[config.mk]
export PLATFORM = sky130hd
export DESIGN_NAME = keypad_scan
export DESIGN_NICKNAME = d
export VERILOG_FILES = /design/src/rtl/keypad_pkg.sv /design/src/rtl/keypad_tick_gen.sv /design/src/rtl/keypad_scan.sv
export SDC_FILE = /design/constraint.sdc
export NUM_CORES = 1
export LEC_CHECK = 0
export BUFFER_PORTS_ARGS = -buffer_cell sky130_fd_sc_hd__buf_2
export CAP_MARGIN = 5
export CORE_AREA = 2 2 82 84
export DETAILED_ROUTE_END_ITERATION = 10
export DIE_AREA = 0 0 84 86
export PLACE_DENSITY = 0.61
export SLEW_MARGIN = 15
export SYNTH_ARGS = -nofsm -noshare
export SYNTH_HDL_FRONTEND = slang
export SYNTH_SLANG_ARGS = --single-unit
[constraint.sdc]
create_clock -name clk -period 3.1 [get_ports clk]
set_input_delay 0.31 -clock clk [delete_from_list [all_inputs] [get_ports clk]]
set_output_delay 0.31 -clock clk [all_outputs]
set_load 0.05 [all_outputs]
[src/rtl/keypad_pkg.sv]
// Shared constants for the 4x4 keypad scanner: FSM encoding,
// row-drive reset pattern, key-code width and a low-bit index helper.
package keypad_pkg;

    localparam int KEY_W = 4;

    localparam logic [1:0] ST_SCAN      = 2'd0;
    localparam logic [1:0] ST_DEB_PRESS = 2'd1;
    localparam logic [1:0] ST_HELD      = 2'd2;
    localparam logic [1:0] ST_DEB_REL   = 2'd3;

    localparam logic [3:0] ROW_RESET = 4'b1110;

    // Index of the lowest zero bit; all-ones maps to 3 (caller gates on hit).
    function automatic logic [1:0] low_idx(input logic [3:0] v);
        logic [1:0] idx;
        if (!v[0])      idx = 2'd0;
        else if (!v[1]) idx = 2'd1;
        else if (!v[2]) idx = 2'd2;
        else            idx = 2'd3;
        return idx;
    endfunction

endpackage

[src/rtl/keypad_tick_gen.sv]
// Free-running prescaler counting 0..SCAN_DIV-1; tick marks the last count.
// Ports: clk, rst_n (async active-low) in; tick (1-cycle strobe) out.
module keypad_tick_gen #(
    parameter int SCAN_DIV = 25000
) (
    input  logic clk,
    input  logic rst_n,
    output logic tick
);

    localparam int W = (SCAN_DIV > 1) ? $clog2(SCAN_DIV) : 1;

    logic [W-1:0] cnt_q;
    logic [W-1:0] cnt_d;

    always_comb begin
        tick  = (cnt_q == W'(SCAN_DIV - 1));
        cnt_d = tick ? '0 : cnt_q + W'(1);
    end

    always_ff @(posedge clk or negedge rst_n) begin
        if (!rst_n) cnt_q <= '0;
        else        cnt_q <= cnt_d;
    end

endmodule

[src/rtl/keypad_scan.sv]
// 4x4 matrix keypad scanner with press/release debounce and key-valid pulse.
// Ports: clk, rst_n, col_n[3:0] in; row_n[3:0], key_code[3:0], key_valid,
// key_down, key_long out. Define KEYPAD_LONGPUSH_EN to build the long-press flag.
module keypad_scan
    import keypad_pkg::*;
#(
    parameter int SCAN_DIV       = 25000,
    parameter int DEBOUNCE_SCANS = 4,
    parameter int LONG_SAMPLES   = 200
) (
    input  logic             clk,
    input  logic             rst_n,
    input  logic [3:0]       col_n,
    output logic [3:0]       row_n,
    output logic [KEY_W-1:0] key_code,
    output logic             key_valid,
    output logic             key_down,
    output logic             key_long
);

    localparam int CW = $clog2(DEBOUNCE_SCANS + 1);

    logic             tick;
    logic [3:0]       col_s1_q, col_s2_q;
    logic [1:0]       state_q, state_d;
    logic [3:0]       row_n_q, row_n_d;
    logic [KEY_W-1:0] cand_q, cand_d;
    logic [KEY_W-1:0] key_code_q, key_code_d;
    logic [CW-1:0]    cnt_q, cnt_d, cnt_inc;
    logic             key_valid_q, key_valid_d;
    logic             key_down_q, key_down_d;
    logic             hit;
    logic [KEY_W-1:0] samp_code;
    logic [3:0]       row_next;
    logic             accept, release_done;

    keypad_tick_gen #(.SCAN_DIV(SCAN_DIV)) u_tick (
        .clk  (clk),
        .rst_n(rst_n),
        .tick (tick)
    );

    always_comb begin
        hit       = ~&col_s2_q;
        samp_code = {low_idx(row_n_q), low_idx(col_s2_q)};
        row_next  = {row_n_q[2:0], row_n_q[3]};
        cnt_inc   = (cnt_q == CW'(DEBOUNCE_SCANS)) ? cnt_q : cnt_q + CW'(1);

        state_d      = state_q;
        row_n_d      = row_n_q;
        cand_d       = cand_q;
        cnt_d        = cnt_q;
        key_code_d   = key_code_q;
        key_valid_d  = 1'b0;
        key_down_d   = key_down_q;
        accept       = 1'b0;
        release_done = 1'b0;

        if (tick) begin
            unique case (state_q)
                ST_SCAN: begin
                    if (hit) begin
                        cand_d = samp_code;
                        cnt_d  = CW'(1);
                        if (DEBOUNCE_SCANS == 1) accept = 1'b1;
                        else                     state_d = ST_DEB_PRESS;
                    end else begin
                        row_n_d = row_next;
                    end
                end
                ST_DEB_PRESS: begin
                    if (hit && samp_code == cand_q) begin
                        cnt_d = cnt_inc;
                        if (cnt_inc == CW'(DEBOUNCE_SCANS)) accept = 1'b1;
                    end else begin
                        state_d = ST_SCAN;
                        row_n_d = row_next;
                    end
                end
                ST_HELD: begin
                    // Any hit keeps the key held, even a different column.
                    if (!hit) begin
                        cnt_d = CW'(1);
                        if (DEBOUNCE_SCANS == 1) release_done = 1'b1;
                        else                     state_d = ST_DEB_REL;
                    end
                end
                ST_DEB_REL: begin
                    if (hit) begin
                        state_d = ST_HELD;
                    end else begin
                        cnt_d = cnt_inc;
                        if (cnt_inc == CW'(DEBOUNCE_SCANS)) release_done = 1'b1;
                    end
                end
            endcase
        end

        if (accept) begin
            key_code_d  = cand_d;
            key_valid_d = 1'b1;
            key_down_d  = 1'b1;
            state_d     = ST_HELD;
        end
        if (release_done) begin
            key_down_d = 1'b0;
            row_n_d    = row_next;
            state_d    = ST_SCAN;
        end
    end

    always_ff @(posedge clk or negedge rst_n) begin
        if (!rst_n) begin
            col_s1_q    <= 4'hF;
            col_s2_q    <= 4'hF;
            state_q     <= ST_SCAN;
            row_n_q     <= ROW_RESET;
            cand_q      <= '0;
            cnt_q       <= '0;
            key_code_q  <= '0;
            key_valid_q <= 1'b0;
            key_down_q  <= 1'b0;
        end else begin
            col_s1_q    <= col_n;
            col_s2_q    <= col_s1_q;
            state_q     <= state_d;
            row_n_q     <= row_n_d;
            cand_q      <= cand_d;
            cnt_q       <= cnt_d;
            key_code_q  <= key_code_d;
            key_valid_q <= key_valid_d;
            key_down_q  <= key_down_d;
        end
    end

`ifdef KEYPAD_LONGPUSH_EN
    localparam int HW = $clog2(LONG_SAMPLES + 1);

    logic [HW-1:0] hold_q, hold_d;
    logic          key_long_q, key_long_d;

    always_comb begin
        hold_d     = hold_q;
        key_long_d = key_long_q;
        if (accept) begin
            hold_d = '0;
        end else if (tick && (state_q == ST_HELD || state_q == ST_DEB_REL)) begin
            hold_d = (hold_q == HW'(LONG_SAMPLES)) ? hold_q : hold_q + HW'(1);
            if (hold_d == HW'(LONG_SAMPLES)) key_long_d = 1'b1;
        end
        if (release_done) key_long_d = 1'b0;
    end

    always_ff @(posedge clk or negedge rst_n) begin
        if (!rst_n) begin
            hold_q     <= '0;
            key_long_q <= 1'b0;
        end else begin
            hold_q     <= hold_d;
            key_long_q <= key_long_d;
        end
    end

    assign key_long = key_long_q;
`else
    assign key_long = 1'b0;
`endif

    assign row_n     = row_n_q;
    assign key_code  = key_code_q;
    assign key_valid = key_valid_q;
    assign key_down  = key_down_q;

endmodule
==> metrics.txt, run 1 <==
async set-reset flop share out of synthesis=100%; Post-synth top flop=dfrtp_1; number of CTS-inserted buffers=5; Fin. Hold Viols=0; # setup viols final=0; DR vias=1,571; VDD IR max=178 uV; critical-path cell list=or4b_4 > nor4_4 > buf_4 > o21ai_2 > nor3_4 > mux2_2; Post-Synthesis Net Count=211; share of the synthesized area in the top cell type=36.8%; RSZ-0062 raised after global routing=false; CP top delay family=simple AND/OR/NAND/NOR gates; average size of a mapped cell=10.4 um^2; Crit Path Class=register to register; sequential power share=55.8%; Critical Path Stages=6; initial antenna violation count=0; logic gate share of total power=2.1%; leakage power=1.03 nW; fin crit period=2.42 ns; core area=0.00628 mm^2; Routed WL=4180 um; count leader, synth=dfrtp_1; CP max stage delay=0.57 ns; P&R area growth vs syn=12.3%; clk_skew=0.00807 ns; I/O pin total=17; Post-Route Setup TNS=0 ns; mapped cell area=0.00211 mm^2; area of the die=0.00722 mm^2; IO buf count=15; leading area contributor after synthesis=dfrtp_1; CTS Buffer Depth=2; Seq cells post-synth=42; number of global-route vias before repair=1,525; first-pass GRT wire length=7230 um; Chip Width=84 um; Slew Viols, Final=0; synth unique cells=55; critical path's slowest cell=or4b_4; Syn Inst Count=202; gr usage total=12.7%; worst skew pair latency=0.29 ns; Yosys Warn Count=0; Post-synth top cells=31 x dfrtp_1, 14 x nand3_1, 13 x inv_1, 13 x nand2_1, 13 x nor2_1; hold_ws=0.110 ns; clk slew on worst S/H paths=0.08 ns; PD cells=425 mW/mm^2; grt total ovfl=0; synth top area cells=dfrtp_1 37%, dfstp_2 14%, xor2_1 4.1%, a32oi_1 3.3%, nand3_1 3.3%; fin crit share=78.1%; post-DR wirelength/cell=14.1 um; Req. time, crit path=3.28 ns; max frequency=413 MHz; Buffers & Inverters on Critical Path=1; CP max FO=7; sequential area share after synthesis=50.4%; R2R depth=6; worst slew pin tran=0.899 ns; status=completed; Clk pwr share=42.1%; final-stage net count=227; fraction of layout cells with a size suffix above 1=20.1%; Worst EP arrival=2.60 ns; H-tree depth=2; antenna viol nets, final=0; Placer Congestion=0.868; fin util=37.8%; residual DRC count=0; Int Pwr=0.000803 W; net load switching power=0.000204 W; Die Ht=86 um; Site Rows=29; largest net degree at the start of global routing=43; Vias per Instance=5.31; ant diodes=0; CTS root buf=clkbuf_8; worst min path class=input pin to register; Initial DRC Count=149; CTS sink cnt=42; First-pass DRT Iterations=4; max cap viols=0; Setup crit end kind=register; TritonCTS clock tree=yes; Slew headroom=40.1%; Hold Path Cell Cnt=1; Post-synth EDFFs=0; CP Launch Type=register; Post-CTS Hold Fix Bufs=0; sw frac=20.3%; postcts setup bufs=0; post-cts resize count=0; HPWL Detailed=2940 um; initial core utilization=33.6%
-- worst reg2reg max path: stages, from the launching register on --
cell	delay, ns
dfrtp_1	0.41
or4b_4	0.57
nor4_4	0.34
buf_4	0.21
o21ai_2	0.10
nor3_4	0.32
mux2_2	0.37
-- area by class of cell --
type,count,area [um^2]
sequential,42,1060
fill,625,3910
multi-input combinational,139,963
timing repair buffer,17,90.1
clock buffer,7,76.3
clock inverter,1,30.0
tap,77,96.3
inverter,13,48.8
-- per-stage QoR --
step	area, um^2	worst slack [ns]	power (W)	std cells
6_report	2370	0.680	0.00101	296
3_5_place_dp	2260	0.647	0.000594	288
4_1_cts	2370	0.639	0.00103	296
2_1_floorplan	2110	0.763	0.000579	202
5_1_grt	2370	0.543	0.00106	296
3_3_place_gp	2260	0.707	0.000594	288
-- final timing paths --
check                                       from                to  slack, ns
worst max-delay path            u_tick.cnt_q[11]       key_code[2]       0.68
worst min-delay path                    col_n[2]       col_s1_q[2]       0.11
worst max register to register  u_tick.cnt_q[11]       key_code[2]       0.68
worst min register to register       col_s1_q[2]       col_s2_q[2]       0.36
max in group asynchronous                  rst_n         cand_q[3]       2.39
min in group asynchronous                  rst_n  u_tick.cnt_q[12]       0.15
-- layout by cell type, fill, tap and decap left out, types with 2 or more instances in the layout --
cell type	instances
a211o_1	4
a211oi_1	3
a21oi_1	4
a31oi_1	4
a32oi_1	8
and3_1	2
buf_2	15
buf_4	2
clkbuf_1	2
clkbuf_8	5
dfrtp_1	31
dfstp_2	11
ha_1	3
inv_1	13
mux2_2	4
mux2i_1	3
nand2_1	13
nand3_1	14
nand4_1	3
nor2_1	13
nor3_1	8
o21ai_0	6
o31ai_1	2
or3_1	3
xnor2_1	2
xor2_1	10
-- routing by layer --
layer  track usage, %  vias to the layer above  share of wire (%)
met3             3.27                        2                3.9
met2             21.5                       30                 51
met1             15.6                      764                 44
met5                0                        -                  0
met4             5.13                        0               0.98
li1                 -                      775                  -
-- flip-flops by register name, indices dropped and copies added, names as in the netlist --
register and flops:
u_tick.cnt_q 15, cand_q 4, col_s1_q 4, cnt_q 3
state_q 2, key_code 4, key_down 1, row_n 4
col_s2_q 4, key_valid 1
-- power by group through the flow --
stage	combinational (W)	sequential, W	clock [W]
floorplan	0.00000842	0.000571	0
global placement	0.0000222	0.000572	0
detailed placement	0.0000223	0.000572	0
finish	0.0000212	0.000561	0.000424
global route	0.0000252	0.000563	0.000468
CTS	0.0000224	0.000561	0.000444
-- cell families (layout without fill, tap and decap cells) --
logic type               after synthesis  in the layout  share of synthesized area, %
adder cells (fa/ha/maj)                3              3                          1.78
buffers and inverters                 21             38                          3.91
multiplexers                           7              7                          3.56
XOR/XNOR                              12             12                          4.98
other                                  1              1                         0.178
flip-flops                            42             42                          50.4
AND/OR/NAND/NOR                       71             71                          19.1
AO/OA/AOI/OAI                         45             45                          16.0
(Power assumes the default switching activity.)
==> run 2: changes to the inputs <==
- clock period: 3.1 -> 2.5 ns (I/O delays scaled with it)
==> run 2 against run 1 <==
Net effect:
- via count up 2.8%
- total power up 17%
- maximum frequency is 3.5% higher
- critical path depth is 1 lower
- register-to-register slack worse by 0.52 ns
- clock power rose by 8.0%
- cell area grew 0.90%
- largest power group unchanged
- highest routed layer unchanged
==> metrics.txt, run 2 (synthesis gave the netlist of run 1 again) <==
max frequency=428 MHz (was 413 MHz); leakage power=1.04 nW (was 1.03 nW); fin crit period=2.34 ns (was 2.42 ns); Hold Path Cell Cnt=1 (unchanged); CP top delay family=simple AND/OR/NAND/NOR gates (unchanged); Worst EP arrival=2.51 ns (was 2.60 ns); final worst slack=0.162 ns (was 0.680 ns); R2R depth=5 (was 6); gr usage total=13.1% (was 12.7%); initial antenna violation count=0 (unchanged); IO buf count=15 (unchanged); fin crit share=93.5% (was 78.1%); critical path's slowest cell=or4b_4 (unchanged); First-pass DRT Iterations=4 (unchanged); post-cts resize count=0 (unchanged); post-DR wirelength/cell=14.5 um (was 14.1 um); most frequent cells in the layout=31 x dfrtp_1, 15 x buf_2, 14 x nand3_1 (unchanged); Placer Congestion=0.791 (was 0.868); flip-flop count of the largest register after layout=15 (unchanged); FF-to-FF Start=u_tick.cnt_q[11] (unchanged); CP max FO=6 (was 7); antenna viol nets, final=0 (unchanged); CTS sink cnt=42 (unchanged); first-pass GRT wire length=7580 um (was 7230 um); commonest non-fill, non-tap cell in the layout=dfrtp_1 (unchanged); worst slack, placed=0.145 ns (was 0.647 ns); Slew headroom=37.5% (was 40.1%); H-tree depth=2 (unchanged); Vias per Instance=5.37 (was 5.31); final-stage net count=232 (was 227); largest reg by FF count=u_tick.cnt_q (unchanged); residual DRC count=0 (unchanged); VDD IR max=361 uV (was 178 uV); TritonCTS clock tree=yes (unchanged); HPWL Detailed=2980 um (was 2940 um); RSZ-0062 raised after global routing=false (unchanged); Die Ht=86 um (unchanged); PD cells=494 mW/mm^2 (was 425 mW/mm^2); grt total ovfl=0 (unchanged); Initial DRC Count=139 (was 149); Slew Viols, Final=0 (unchanged); Inst Count DP=293 (was 288); number of CTS-inserted buffers=5 (unchanged); DR vias=1,615 (was 1,571); initial core utilization=33.6% (unchanged); CP Launch Type=register (unchanged); Post-CTS Hold Fix Bufs=0 (unchanged); max cap viols=0 (unchanged); CTS Buffer Depth=2 (unchanged); critical-path cell list=or4b_4 > nor4_4 > o21ai_2 > nor3_4 > mux2_2 (was or4b_4 > nor4_4 > buf_4 > o21ai_2 > nor3_4 > mux2_2); fraction of layout cells with a size suffix above 1=21.9% (was 20.1%); Crit Path Class=register to register (unchanged); number of global-route vias before repair=1,588 (was 1,525); clk slew on worst S/H paths=0.08 ns (about the same); Post-Route Setup TNS=0 ns (unchanged); Critical R2R Capture=key_code[3] (was key_code[2]); CTS root buf=clkbuf_8 (unchanged); Site Rows=29 (unchanged); Pwr Total=0.00118 W (was 0.00101 W); worst min path class=input pin to register (unchanged); CP max stage delay=0.57 ns (about the same); worst slew pin tran=0.938 ns (was 0.899 ns); non-filler instance count after layout=301 (was 296); Req. time, crit path=2.68 ns (was 3.28 ns); I/O pin total=17 (unchanged); largest net degree at the start of global routing=43 (unchanged); worst skew pair latency=0.29 ns (about the same); P&R area growth vs syn=13.3% (was 12.3%); Routed WL=4380 um (was 4180 um); Setup crit end kind=register (unchanged); ant diodes=0 (unchanged); postcts setup bufs=0 (unchanged); core area=0.00628 mm^2 (unchanged); Fin. Hold Viols=0 (unchanged); Buffers & Inverters on Critical Path=0 (was 1); Hold Startpoint=col_n[2] (unchanged); clk_skew=0.00903 ns (was 0.00807 ns); Hold Path Sink=col_s1_q[2] (unchanged); R2R Setup Slk=0.16 ns (was 0.68 ns); area of the die=0.00722 mm^2 (unchanged); Chip Width=84 um (unchanged); # setup viols final=0 (unchanged); status=completed (unchanged)
## run 2: changes by cell type in the layout (fill, tap and decap cells not counted)
cell / delta
buf_4: +5
clkbuf_8: +1
bufinv_16: -1
## run 2: worst max-delay path by stage
stage / from / to / slack (ns) / depth (start not counted)
after floorplan: u_tick.cnt_q[11] / key_code[0] / 0.16 / 5
after global placement: u_tick.cnt_q[11] / cnt_q[0] / 0.22 / 4
after detailed placement: u_tick.cnt_q[11] / key_code[0] / 0.14 / 5
after CTS: u_tick.cnt_q[11] / key_code[0] / 0.14 / 5
after global routing: u_tick.cnt_q[11] / cnt_q[0] / 0.006 / 4
final: u_tick.cnt_q[11] / key_code[3] / 0.16 / 5
## run 2: worst reg2reg max path, cell delays in order (launching register included)
cell,delay (ns)
dfrtp_1,0.41
or4b_4,0.57
nor4_4,0.41
o21ai_2,0.14
nor3_4,0.33
mux2_2,0.37
## run 2: per-stage QoR
stage | utilization [%] | area, um^2 | hold WS (ns)
floorplan | - | 2110 | -0.0456
global placement | 36.7 | 2300 | 0.347
detailed placement | 36.7 | 2300 | 0.348
CTS | 38.1 | 2390 | 0.0395
global route | 38.1 | 2390 | 0.0278
finish | 38.1 | 2390 | 0.0473
## run 2: where the power goes
part           internal [W]  leakage, nW  switching (W)  total [W]
sequential         0.000691        0.534     0.00000527   0.000696
clock              0.000226       0.0455       0.000232   0.000458
combinational    0.00000546        0.464      0.0000215  0.0000270
total              0.000922         1.04       0.000259    0.00118
## run 2: area by class of cell
type | instances | area [um^2]
fill | 613 | 3890
tap | 77 | 96.3
clock buffer | 8 | 90.1
inverter | 13 | 48.8
multi-input combinational | 139 | 963
sequential | 42 | 1060
timing repair buffer | 22 | 128
## run 2: routing by layer
layer  up-vias  GRT usage, %  part of all wire, %
met2        29          21.6                   48
met5         -             0                    0
li1        782             -                    -
met3         7          2.98                  2.8
met4         0          4.84                  1.5
met1       797          16.8                   47
